### config.mk
export PLATFORM = sky130hd
export DESIGN_NAME = prbs31_bert_monitor_flat
export DESIGN_NICKNAME = d
export VERILOG_FILES = /design/src/rtl/prbs31_bert_monitor_if.sv /design/src/rtl/prbs31_bert_monitor.sv /design/src/flat_wrapper.sv
export SDC_FILE = /design/constraint.sdc
export NUM_CORES = 1
export LEC_CHECK = 0
export BUFFER_PORTS_ARGS = -buffer_cell sky130_fd_sc_hd__buf_2
export CAP_MARGIN = 5
export CORE_MARGIN = 5
export CORE_UTILIZATION = 45
export DETAILED_ROUTE_END_ITERATION = 8
export SYNTH_ARGS = -nofsm -noshare
export SYNTH_HDL_FRONTEND = slang
export SYNTH_SLANG_ARGS = --single-unit
### constraint.sdc
create_clock -name clk -period 6.13 [get_ports clk]
set_clock_uncertainty 0.05 [all_clocks]
set_input_delay 0.613 -clock clk [delete_from_list [all_inputs] [get_ports clk]]
set_output_delay 0.613 -clock clk [all_outputs]
set_load 0.05 [all_outputs]
### src/rtl/prbs31_bert_monitor_if.sv
// Bus bundle for the PRBS31 BER monitor.
// The master side (stream source / register reader) drives the serial
// stream, the counter controls and the read select. The slave side (the
// monitor) returns the registered read byte and the lock/error indications.
//   rx_bit, rx_valid : serial test stream and its qualifier
//   clr, snap        : clear live counters / copy live counters to shadows
//   rd_sel, rd_data  : byte select and registered read data
//   locked           : monitor is locked to the stream
//   err_pulse        : one pulse per mismatched bit while locked
//   sync_loss        : one pulse when lock is dropped
interface prbs31_bert_monitor_if;
  logic       rx_bit;
  logic       rx_valid;
  logic       clr;
  logic       snap;
  logic [2:0] rd_sel;
  logic [7:0] rd_data;
  logic       locked;
  logic       err_pulse;
  logic       sync_loss;

  modport master (
    output rx_bit, rx_valid, clr, snap, rd_sel,
    input  rd_data, locked, err_pulse, sync_loss
  );

  modport slave (
    input  rx_bit, rx_valid, clr, snap, rd_sel,
    output rd_data, locked, err_pulse, sync_loss
  );
endinterface

### src/rtl/prbs31_bert_monitor.sv
// Receive-side PRBS31 (x^31 + x^28 + 1) bit-error-rate monitor.
// A local predictor is seeded from 31 received bits, verified against
// LOCK_CNT further bits and then free-runs while bits and errors are
// counted. Too many errors inside one WINDOW of bits drops lock and the
// monitor reseeds. Live counters are copied to shadow registers on snap
// and read back one byte at a time.
// Ports:
//   clk   : clock, rising edge
//   rst_n : asynchronous reset, active high
//   bus   : prbs31_bert_monitor_if.slave
//           rd_sel 0-3 -> bit_cnt bytes (LSB first), 4-6 -> err_cnt bytes,
//           7 -> status {5'b0, sat_flag, state[1:0]}
module prbs31_bert_monitor #(
  parameter int LOCK_CNT   = 64,
  parameter int WINDOW     = 1024,
  parameter int ERR_THRESH = 16
) (
  input logic                  clk,
  input logic                  rst_n,
  prbs31_bert_monitor_if.slave bus
);

  localparam int MATCH_W = $clog2(LOCK_CNT + 1);
  localparam int WIN_W   = (WINDOW > 1) ? $clog2(WINDOW) : 1;
  localparam int WERR_W  = $clog2(ERR_THRESH + 1);

  localparam logic [MATCH_W-1:0] LOCK_VAL   = MATCH_W'(LOCK_CNT);
  localparam logic [WIN_W-1:0]   WIN_LAST   = WIN_W'(WINDOW - 1);
  localparam logic [WERR_W-1:0]  THRESH_VAL = WERR_W'(ERR_THRESH);
  localparam logic [4:0]         FILL_LAST  = 5'd30;

  typedef enum logic [1:0] {
    HUNT   = 2'd0,
    VERIFY = 2'd1,
    LOCKED = 2'd2
  } state_t;

  state_t              state, state_nxt;
  logic [30:0]         pred, pred_nxt;
  logic [4:0]          fill, fill_nxt;
  logic [MATCH_W-1:0]  match, match_nxt, match_inc;
  logic [WIN_W-1:0]    win, win_nxt;
  logic [WERR_W-1:0]   win_err, win_err_nxt, win_err_sum;
  logic                err_pulse_q, err_pulse_nxt;
  logic                sync_loss_q, sync_loss_nxt;
  logic                count_bit, count_err;

  logic [31:0]         bit_cnt, bit_shadow;
  logic [23:0]         err_cnt, err_shadow;
  logic                sat_flag;
  logic [7:0]          rd_data_q;

  logic                exp_bit, mis;
  logic [30:0]         pred_load, pred_run;

  // Predictor taps: the next PRBS31 bit is the XOR of the bits 31 and 28
  // positions back, i.e. pred[30] and pred[27].
  assign exp_bit     = pred[27] ^ pred[30];
  assign mis         = bus.rx_bit ^ exp_bit;
  assign pred_load   = {pred[29:0], bus.rx_bit};
  assign pred_run    = {pred[29:0], exp_bit};
  assign match_inc   = match + MATCH_W'(1);
  assign win_err_sum = win_err + WERR_W'(mis);

  // State register.
  always_ff @(posedge clk or posedge rst_n) begin
    if (rst_n) begin
      state <= HUNT;
    end else begin
      state <= state_nxt;
    end
  end

  // Next-state and datapath decisions. Nothing moves without rx_valid,
  // except that an illegal state encoding falls straight back to HUNT.
  always_comb begin
    state_nxt     = state;
    pred_nxt      = pred;
    fill_nxt      = fill;
    match_nxt     = match;
    win_nxt       = win;
    win_err_nxt   = win_err;
    err_pulse_nxt = 1'b0;
    sync_loss_nxt = 1'b0;
    count_bit     = 1'b0;
    count_err     = 1'b0;

    case (state)
      HUNT: begin
        if (bus.rx_valid) begin
          pred_nxt = pred_load;
          if (fill == FILL_LAST) begin
            fill_nxt = '0;
            // An all-zero seed would predict zeros forever, so keep hunting.
            if (pred_load != '0) begin
              state_nxt = VERIFY;
              match_nxt = '0;
            end
          end else begin
            fill_nxt = fill + 5'd1;
          end
        end
      end

      VERIFY: begin
        if (bus.rx_valid) begin
          pred_nxt = pred_run;
          if (mis) begin
            match_nxt = '0;
            fill_nxt  = '0;
            state_nxt = HUNT;
          end else begin
            match_nxt = match_inc;
            if (match_inc == LOCK_VAL) begin
              state_nxt = LOCKED;
            end
          end
        end
      end

      LOCKED: begin
        if (bus.rx_valid) begin
          pred_nxt      = pred_run;
          count_bit     = 1'b1;
          count_err     = mis;
          err_pulse_nxt = mis;
          // The error threshold wins over a window close on the same bit.
          if (win_err_sum == THRESH_VAL) begin
            state_nxt     = HUNT;
            fill_nxt      = '0;
            match_nxt     = '0;
            win_nxt       = '0;
            win_err_nxt   = '0;
            sync_loss_nxt = 1'b1;
          end else if (win == WIN_LAST) begin
            win_nxt     = '0;
            win_err_nxt = '0;
          end else begin
            win_nxt     = win + WIN_W'(1);
            win_err_nxt = win_err_sum;
          end
        end
      end

      default: begin
        state_nxt   = HUNT;
        fill_nxt    = '0;
        match_nxt   = '0;
        win_nxt     = '0;
        win_err_nxt = '0;
      end
    endcase
  end

  // Predictor, fill/match/window bookkeeping and the pulse outputs.
  always_ff @(posedge clk or posedge rst_n) begin
    if (rst_n) begin
      pred        <= '0;
      fill        <= '0;
      match       <= '0;
      win         <= '0;
      win_err     <= '0;
      err_pulse_q <= 1'b0;
      sync_loss_q <= 1'b0;
    end else begin
      pred        <= pred_nxt;
      fill        <= fill_nxt;
      match       <= match_nxt;
      win         <= win_nxt;
      win_err     <= win_err_nxt;
      err_pulse_q <= err_pulse_nxt;
      sync_loss_q <= sync_loss_nxt;
    end
  end

  // Live counters saturate at all-ones; sat_flag latches when either one
  // reaches its maximum. clr overrides a bit counted on the same edge.
  always_ff @(posedge clk or posedge rst_n) begin
    if (rst_n) begin
      bit_cnt  <= '0;
      err_cnt  <= '0;
      sat_flag <= 1'b0;
    end else if (bus.clr) begin
      bit_cnt  <= '0;
      err_cnt  <= '0;
      sat_flag <= 1'b0;
    end else begin
      if (count_bit && (bit_cnt != '1)) begin
        bit_cnt <= bit_cnt + 32'd1;
      end
      if (count_err && (err_cnt != '1)) begin
        err_cnt <= err_cnt + 24'd1;
      end
      if ((count_bit && (&bit_cnt[31:1])) || (count_err && (&err_cnt[23:1]))) begin
        sat_flag <= 1'b1;
      end
    end
  end

  // Shadows take the counter values as they stand before this edge, so a
  // simultaneous clr still leaves the old totals readable.
  always_ff @(posedge clk or posedge rst_n) begin
    if (rst_n) begin
      bit_shadow <= '0;
      err_shadow <= '0;
    end else if (bus.snap) begin
      bit_shadow <= bit_cnt;
      err_shadow <= err_cnt;
    end
  end

  // Registered byte read; the status byte reflects live state, not shadows.
  always_ff @(posedge clk or posedge rst_n) begin
    if (rst_n) begin
      rd_data_q <= '0;
    end else begin
      case (bus.rd_sel)
        3'd0:    rd_data_q <= bit_shadow[7:0];
        3'd1:    rd_data_q <= bit_shadow[15:8];
        3'd2:    rd_data_q <= bit_shadow[23:16];
        3'd3:    rd_data_q <= bit_shadow[31:24];
        3'd4:    rd_data_q <= err_shadow[7:0];
        3'd5:    rd_data_q <= err_shadow[15:8];
        3'd6:    rd_data_q <= err_shadow[23:16];
        default: rd_data_q <= {5'b0, sat_flag, state};
      endcase
    end
  end

  assign bus.rd_data   = rd_data_q;
  assign bus.locked    = (state == LOCKED);
  assign bus.err_pulse = err_pulse_q;
  assign bus.sync_loss = sync_loss_q;

endmodule
### src/flat_wrapper.sv
// flat-port wrapper written by rule: the top's interface ports become plain ports
module prbs31_bert_monitor_flat 
#(
  parameter int LOCK_CNT   = 64,
  parameter int WINDOW     = 1024,
  parameter int ERR_THRESH = 16
)
  (clk, rst_n, bus_rx_bit, bus_rx_valid, bus_clr, bus_snap, bus_rd_sel, bus_rd_data, bus_locked, bus_err_pulse, bus_sync_loss);
  prbs31_bert_monitor_if bus_i ();
  input logic clk;
  input logic rst_n;
  input wire logic [$bits(bus_i.rx_bit)-1:0] bus_rx_bit;
  input wire logic [$bits(bus_i.rx_valid)-1:0] bus_rx_valid;
  input wire logic [$bits(bus_i.clr)-1:0] bus_clr;
  input wire logic [$bits(bus_i.snap)-1:0] bus_snap;
  input wire logic [$bits(bus_i.rd_sel)-1:0] bus_rd_sel;
  output wire logic [$bits(bus_i.rd_data)-1:0] bus_rd_data;
  output wire logic [$bits(bus_i.locked)-1:0] bus_locked;
  output wire logic [$bits(bus_i.err_pulse)-1:0] bus_err_pulse;
  output wire logic [$bits(bus_i.sync_loss)-1:0] bus_sync_loss;
  assign bus_i.rx_bit = bus_rx_bit;
  assign bus_i.rx_valid = bus_rx_valid;
  assign bus_i.clr = bus_clr;
  assign bus_i.snap = bus_snap;
  assign bus_i.rd_sel = bus_rd_sel;
  assign bus_rd_data = bus_i.rd_data;
  assign bus_locked = bus_i.locked;
  assign bus_err_pulse = bus_i.err_pulse;
  assign bus_sync_loss = bus_i.sync_loss;
  prbs31_bert_monitor #(.LOCK_CNT(LOCK_CNT), .WINDOW(WINDOW), .ERR_THRESH(ERR_THRESH)) u_core (.clk(clk), .rst_n(rst_n), .bus(bus_i));
endmodule
Word level (Yosys, flattened, before mapping)

Cells that the tools add are included.

Output and inout bits: 11
Memory bits (writable): 0
Memories: 0
Latch bits: 0
Register bits: 183
ROM bits: 0
Input port bits: 9

Multipliers: 0
Eq/ne operators: 23
Shift operators: 0
Divide/modulo/power cells: 0
Reductions and logical operators: 21
Add/subtract/negate cells: 6
Bitwise logic cells: 3
Multiplexer cells: 49
$lt $le $gt $ge: 0

Operator list:

| operator                                               | count |
|---|---|
| 2-to-1 mux 32 bit                                      | 2 |
| 2-to-1 mux 31 bit                                      | 2 |
| case mux 31 bit (2 select lines)                       | 1 |
| case mux 8 bit (7 select lines)                        | 1 |
| 2-to-1 mux 7 bit                                       | 7 |
| 2-to-1 mux 24 bit                                      | 2 |
| 2-to-1 mux 5 bit                                       | 9 |
| adder 32 x 1 -> 32 bit (second input constant)         | 1 |
| inequality test 32 bit (second input constant)         | 1 |
| AND reduction 31 bit                                   | 1 |
| nonzero test 31 bit                                    | 1 |
| 2-to-1 mux 10 bit                                      | 3 |
| adder 24 x 1 -> 24 bit (second input constant)         | 1 |
| inequality test 24 bit (second input constant)         | 1 |
| AND reduction 23 bit                                   | 1 |
| case mux 7 bit (3 select lines)                        | 1 |
| case mux 10 bit (2 select lines)                       | 1 |
| 2-to-1 mux 2 bit                                       | 8 |
| case mux 5 bit (3 select lines)                        | 1 |
| adder 10 x 1 -> 10 bit (second input constant)         | 1 |
| equality test 10 bit (second input constant)           | 1 |
| equality test 5 bit (second input constant)            | 2 |
| inequality test 2 x 1 -> 1 bit (second input constant) | 5 |
| case mux 5 bit (2 select lines)                        | 1 |
| 26 further kinds                                       | 47 |

Logic depth before layout (Yosys ltp)

Word-level depth: 8
Mapped depth: 10

Worst setup path after synthesis

OpenSTA, ideal clock, no wires.

Kind: input port to flip-flop
Start point: input port bus_rx_bit
End point: register u_core.match[5]
Setup slack: 3.162 ns
Data required time: 5.955 ns
Path buffers: 1
Stages: 10
Arrival: 2.794 ns
Path through: xnor3_2 clkinv_2 ha_1 ha_1 nor4b_1 a31o_2 a41oi_1 buf_2 nor3_1 mux2_2

Longest elaborated chain between the ends: 5
Elaborated cells between the ends (all ways): 10
Those cells by class: add/sub (1); eq/ne (3); mux (3); bitwise (1); reduce/logical (2)

RTL lines:

| element                                  | line                       | RTL |
|---|---|---|
| start: declaration                       | flat_wrapper.sv:12         | `input wire logic [$bits(bus_i.rx_bit)-1:0] bus_rx_bit;` |
| XOR 1 bit                                | prbs31_bert_monitor.sv:59  | `assign mis = bus.rx_bit ^ exp_bit;` |
| adder 5 x 1 -> 5 bit                     | prbs31_bert_monitor.sv:63  | `assign win_err_sum = win_err + WERR_W'(mis);` |
| equality test 5 bit                      | prbs31_bert_monitor.sv:128 | `if (win_err_sum == THRESH_VAL) begin` |
| inequality test 2 x 1 -> 1 bit (no line) | -                          |  |
| AND reduction 6 bit (no line)            | -                          |  |
| end signal: assignment                   | prbs31_bert_monitor.sv:168 | `match <= match_nxt;` |
| end: declaration                         | prbs31_bert_monitor.sv:41  | `logic [MATCH_W-1:0] match, match_nxt, match_inc;` |

Several ways; a longest one is shown, not always the timed one. The select of a mux whose other input is x is not followed.
A chain may end at the register's enable or synchronous reset.

Worst setup path after layout

Start point: register u_core.pred[27]
End point: register u_core.fill[1]

Longest elaborated chain between the ends: 6
Elaborated cells between the ends (all ways): 7
Those cells by class: add/sub (1); eq/ne (3); bitwise (2); reduce/logical (1)

RTL lines:

| element                                  | line                       | RTL |
|---|---|---|
| start: declaration                       | prbs31_bert_monitor.sv:39  | `logic [30:0] pred, pred_nxt;` |
| start signal: assignment                 | prbs31_bert_monitor.sv:166 | `pred <= pred_nxt;` |
| XOR 1 bit (*)                            | prbs31_bert_monitor.sv:58  | `assign exp_bit = pred[27] ^ pred[30];` |
| XOR 1 bit (*)                            | prbs31_bert_monitor.sv:59  |  |
| adder 5 x 1 -> 5 bit                     | prbs31_bert_monitor.sv:63  |  |
| equality test 5 bit                      | prbs31_bert_monitor.sv:128 |  |
| inequality test 2 x 1 -> 1 bit (no line) | -                          |  |
| AND reduction 5 bit (no line) (*)        | -                          |  |
| end signal: assignment                   | prbs31_bert_monitor.sv:167 | `fill <= fill_nxt;` |
| end: declaration                         | prbs31_bert_monitor.sv:40  | `logic [4:0] fill, fill_nxt;` |

Mark *: on every way between the ends. The rest lies on a longest branch, timed or not.

==> flow_summary.toml <==
[worst_setup_path]
path_cells = "xnor3_2 > clkinv_2 > ha_1 > ha_1 > nor4b_1 > a31o_2 > a41oi_1 > buf_4 > nor3_1 > mux2_2"
max_stage_delay_ns = 0.52
critPathSlowestCell = "xnor3_2"
end_kind = "flip-flop"
arrival_ns = 3.77
reg2reg_slack_ns = 2.63
crit_fanout = 10
cp_data_required_time_ns = 6.40
r2r_end = "u_core.fill[1]"
r2r-start = "u_core.pred[27]"
crit_path_frequent_cell = "ha_1"
reg2reg_depth = 10
crit_path_start_kind = "flip-flop"
crit_type = "flip-flop to flip-flop"

[layout]
multi_input_area_um2 = 4300
final_layout_size_suffix_gt1_share_pct = 21.6
area_growth_syn_to_layout_pct = 9.93
final_cells = 1113
mostFrequentLayoutCell = "dfrtp_1"
nets = 851
seq_area_um2 = 4580
antenna_cells = 0
layout_common_cells = "dfrtp_1, mux2_2, a21oi_1"
fillCellCount = 1757

[synth]
synth_fp_nets = 847
yosys_warnings = 0
synthArstFlopShare_pct = 100
ys_seq_area_share_pct = 50.2
synth_edf_count = 0
synth.avg_cell_area_um2 = 11.0
synth_area_um2 = 9120
synth_cells = 826
ys_types = 73
synth-seq-cells = 183
synth_ff_type = "dfrtp_1"

[detailed_routing]
wl_per_cell_um = 18.0
first_pass_iters = 5
vias_per_cell = 5.95
routed.top_layer = "met4"
wl_met2_um = 9780
drc = 0
wl_um = 20100
drt_iter0_markers = 413
num_vias = 6625
wl_met1_um = 9470
wl_met3_um = 566
postRouteAntennaNets = 0

[clocking]
insertion_delay_ns = 0.43
cts-root-buf = "clkbuf_16"
cts_hold_buf = 0
cts_buffer_depth = 2
cts_tree = "built"
cts_setup_buffers = 0
cts_buffers = 17
path_clk_slew_ns = 0.08
htree_levels = 4
numClockSinks = 183
post_cts_resized = 0

[floorplan]
core_region_area_um2 = 20100
die-area_um2 = 23200
io_pins = 20
die_h_um = 152
row_count = 52
die_w_um = 152
start_util_pct = 45.4

[sta]
maxSlewHeadroom_pct = 35.0
rsz0062_at_grt = "no"
period_share_pct = 57.1
hold_ws_ns = 0.209
min_period_ns = 3.50
maxSlewViolCount = 0
finalSetupViolCount = 0
setup_tns_ns = 0
max_freq_mhz = 286
tightest_slew_ns = 0.972
hold_viol_final = 0

[placement]
dp_hpwl_um = 13600
gp_congestion = 0.790
dp.cells = 1080
io_buffers = 19

[run]
cap_violations = 0

[global_route]
grt_pass1_wl_um = 33700
grt.total_usage_pct = 17.4
gr-total-overflow = 0
antenna_found_initial = 0
grt_pass1_vias = 6491
grt_max_degree = 68

[power]
p_per_area_nw_per_um2 = 305
vdd_drop_max_mv = 0.227
p_leak_nw = 4.32

[hold_path]
hp-class = "input pin to async pin"

[outcome]
status = "finished clean"
-- layout make-up --
cell class | count | area share, %
clock buffer | 17 | 4.24
clock inverter | 15 | 1.52
inverter | 15 | 0.624
multi-input combinational | 585 | 42.9
sequential | 183 | 45.7
tap | 270 | 3.37
timing repair buffer | 28 | 1.62
-- cells by family after synthesis --
family	share of synthesized area [%]
xor gates and xnor gates	2.28
adders and majority gates	1.65
AOI/OAI and AO/OA	12.2
DFF	50.2
and+or+nand+nor	16.7
buffers and inverters	2.61
muxes	14.3
-- critical path, delay by kind of cell (launching register included) --
kind,cells,cell delay [ns]
simple gates,2,0.69
xor+xnor,1,0.52
fa+ha+maj,2,0.48
buf+inv,2,0.47
flops,1,0.44
mux,1,0.39
compound gates,2,0.35
-- stage by stage --
stage          utilization (%)  cell area [um^2]  setup slack, ns  power (mW)
4_1_cts                   49.8             10000             2.47        3.07
3_5_place_dp              47.0              9440             2.38        2.01
2_1_floorplan                -              9120            0.495        1.88
6_report                  49.9             10000             2.63        3.05
5_1_grt                   49.9             10000             2.47        3.20
3_3_place_gp              47.0              9440             2.52        1.98
-- worst max path at each step --
stage / from / end / slack (ns) / cells after the start
final: u_core.pred[27] / u_core.fill[1] / 2.63 / 10
after floorplan: rst_n / u_core.bit_cnt[0] / 0.49 / 1
after CTS: u_core.pred[27] / u_core.fill[1] / 2.47 / 9
after global routing: u_core.pred[27] / u_core.fill[1] / 2.47 / 10
after detailed placement: bus_rx_bit / u_core.fill[1] / 2.38 / 10
after global placement: bus_rx_bit / u_core.match[0] / 2.52 / 10
-- synth_stat cells (3+ instances only) --
library cell  number  area, um^2
xor2_1            10        87.6
a31oi_1            4        25.0
and2_1             9        56.3
o31ai_1           23         173
nor3_1            12        60.1
a22o_1             4        35.0
nand2_1           47         176
dfrtp_1          183        4580
nor3b_1            3        22.5
mux2_2            99        1110
a221oi_1           3        26.3
o21ai_0           37         185
nand3b_1           3        22.5
buf_2              6        30.0
and4_1            14         123
a22oi_1            3        22.5
xnor2_1           11        96.3
nor2_1            44         165
nand4_1           16         100
nor2b_1            6        37.5
or3_1             24         150
ha_1              12         150
inv_1             14        52.6
and3_1             7        43.8
nand3_1           35         175
o221ai_1           5        43.8
or4_1             18         135
mux4_2             4        90.1
clkbuf_1          33         124
mux2i_1           10         100
o41ai_1            5        43.8
nor4_1            17         106
a21oi_1           54         270
-- flip-flops by register name, indices dropped and copies added, names as in the netlist, 2 cells and up --
name / flops
u_core.err_shadow: 24
u_core.err_cnt: 24
u_core.win: 10
u_core.win_err: 5
u_core.pred: 31
u_core.match: 7
u_core.bit_shadow: 32
u_core.state: 2
u_core.bit_cnt: 32
u_core.fill: 5
u_core.bus.rd_data: 8
-- where the power goes --
group | internal [mW] | leakage [nW] | switching (mW) | total, mW
registers | 1.32 | 2.51 | 0.0951 | 1.42
logic | 0.246 | 1.53 | 0.326 | 0.572
clock network | 0.544 | 0.275 | 0.519 | 1.06
total | 2.11 | 4.32 | 0.940 | 3.05
-- per-layer routing --
| metal | vias to the layer above | global-route usage [%] |
|---|---|---|
| li1 | 3115 | - |
| met1 | 3372 | 24.3 |
| met2 | 115 | 28.1 |
| met3 | 23 | 3.27 |
| met4 | 0 | 4.45 |
| met5 | - | 0 |
(Power assumes the default switching activity.)
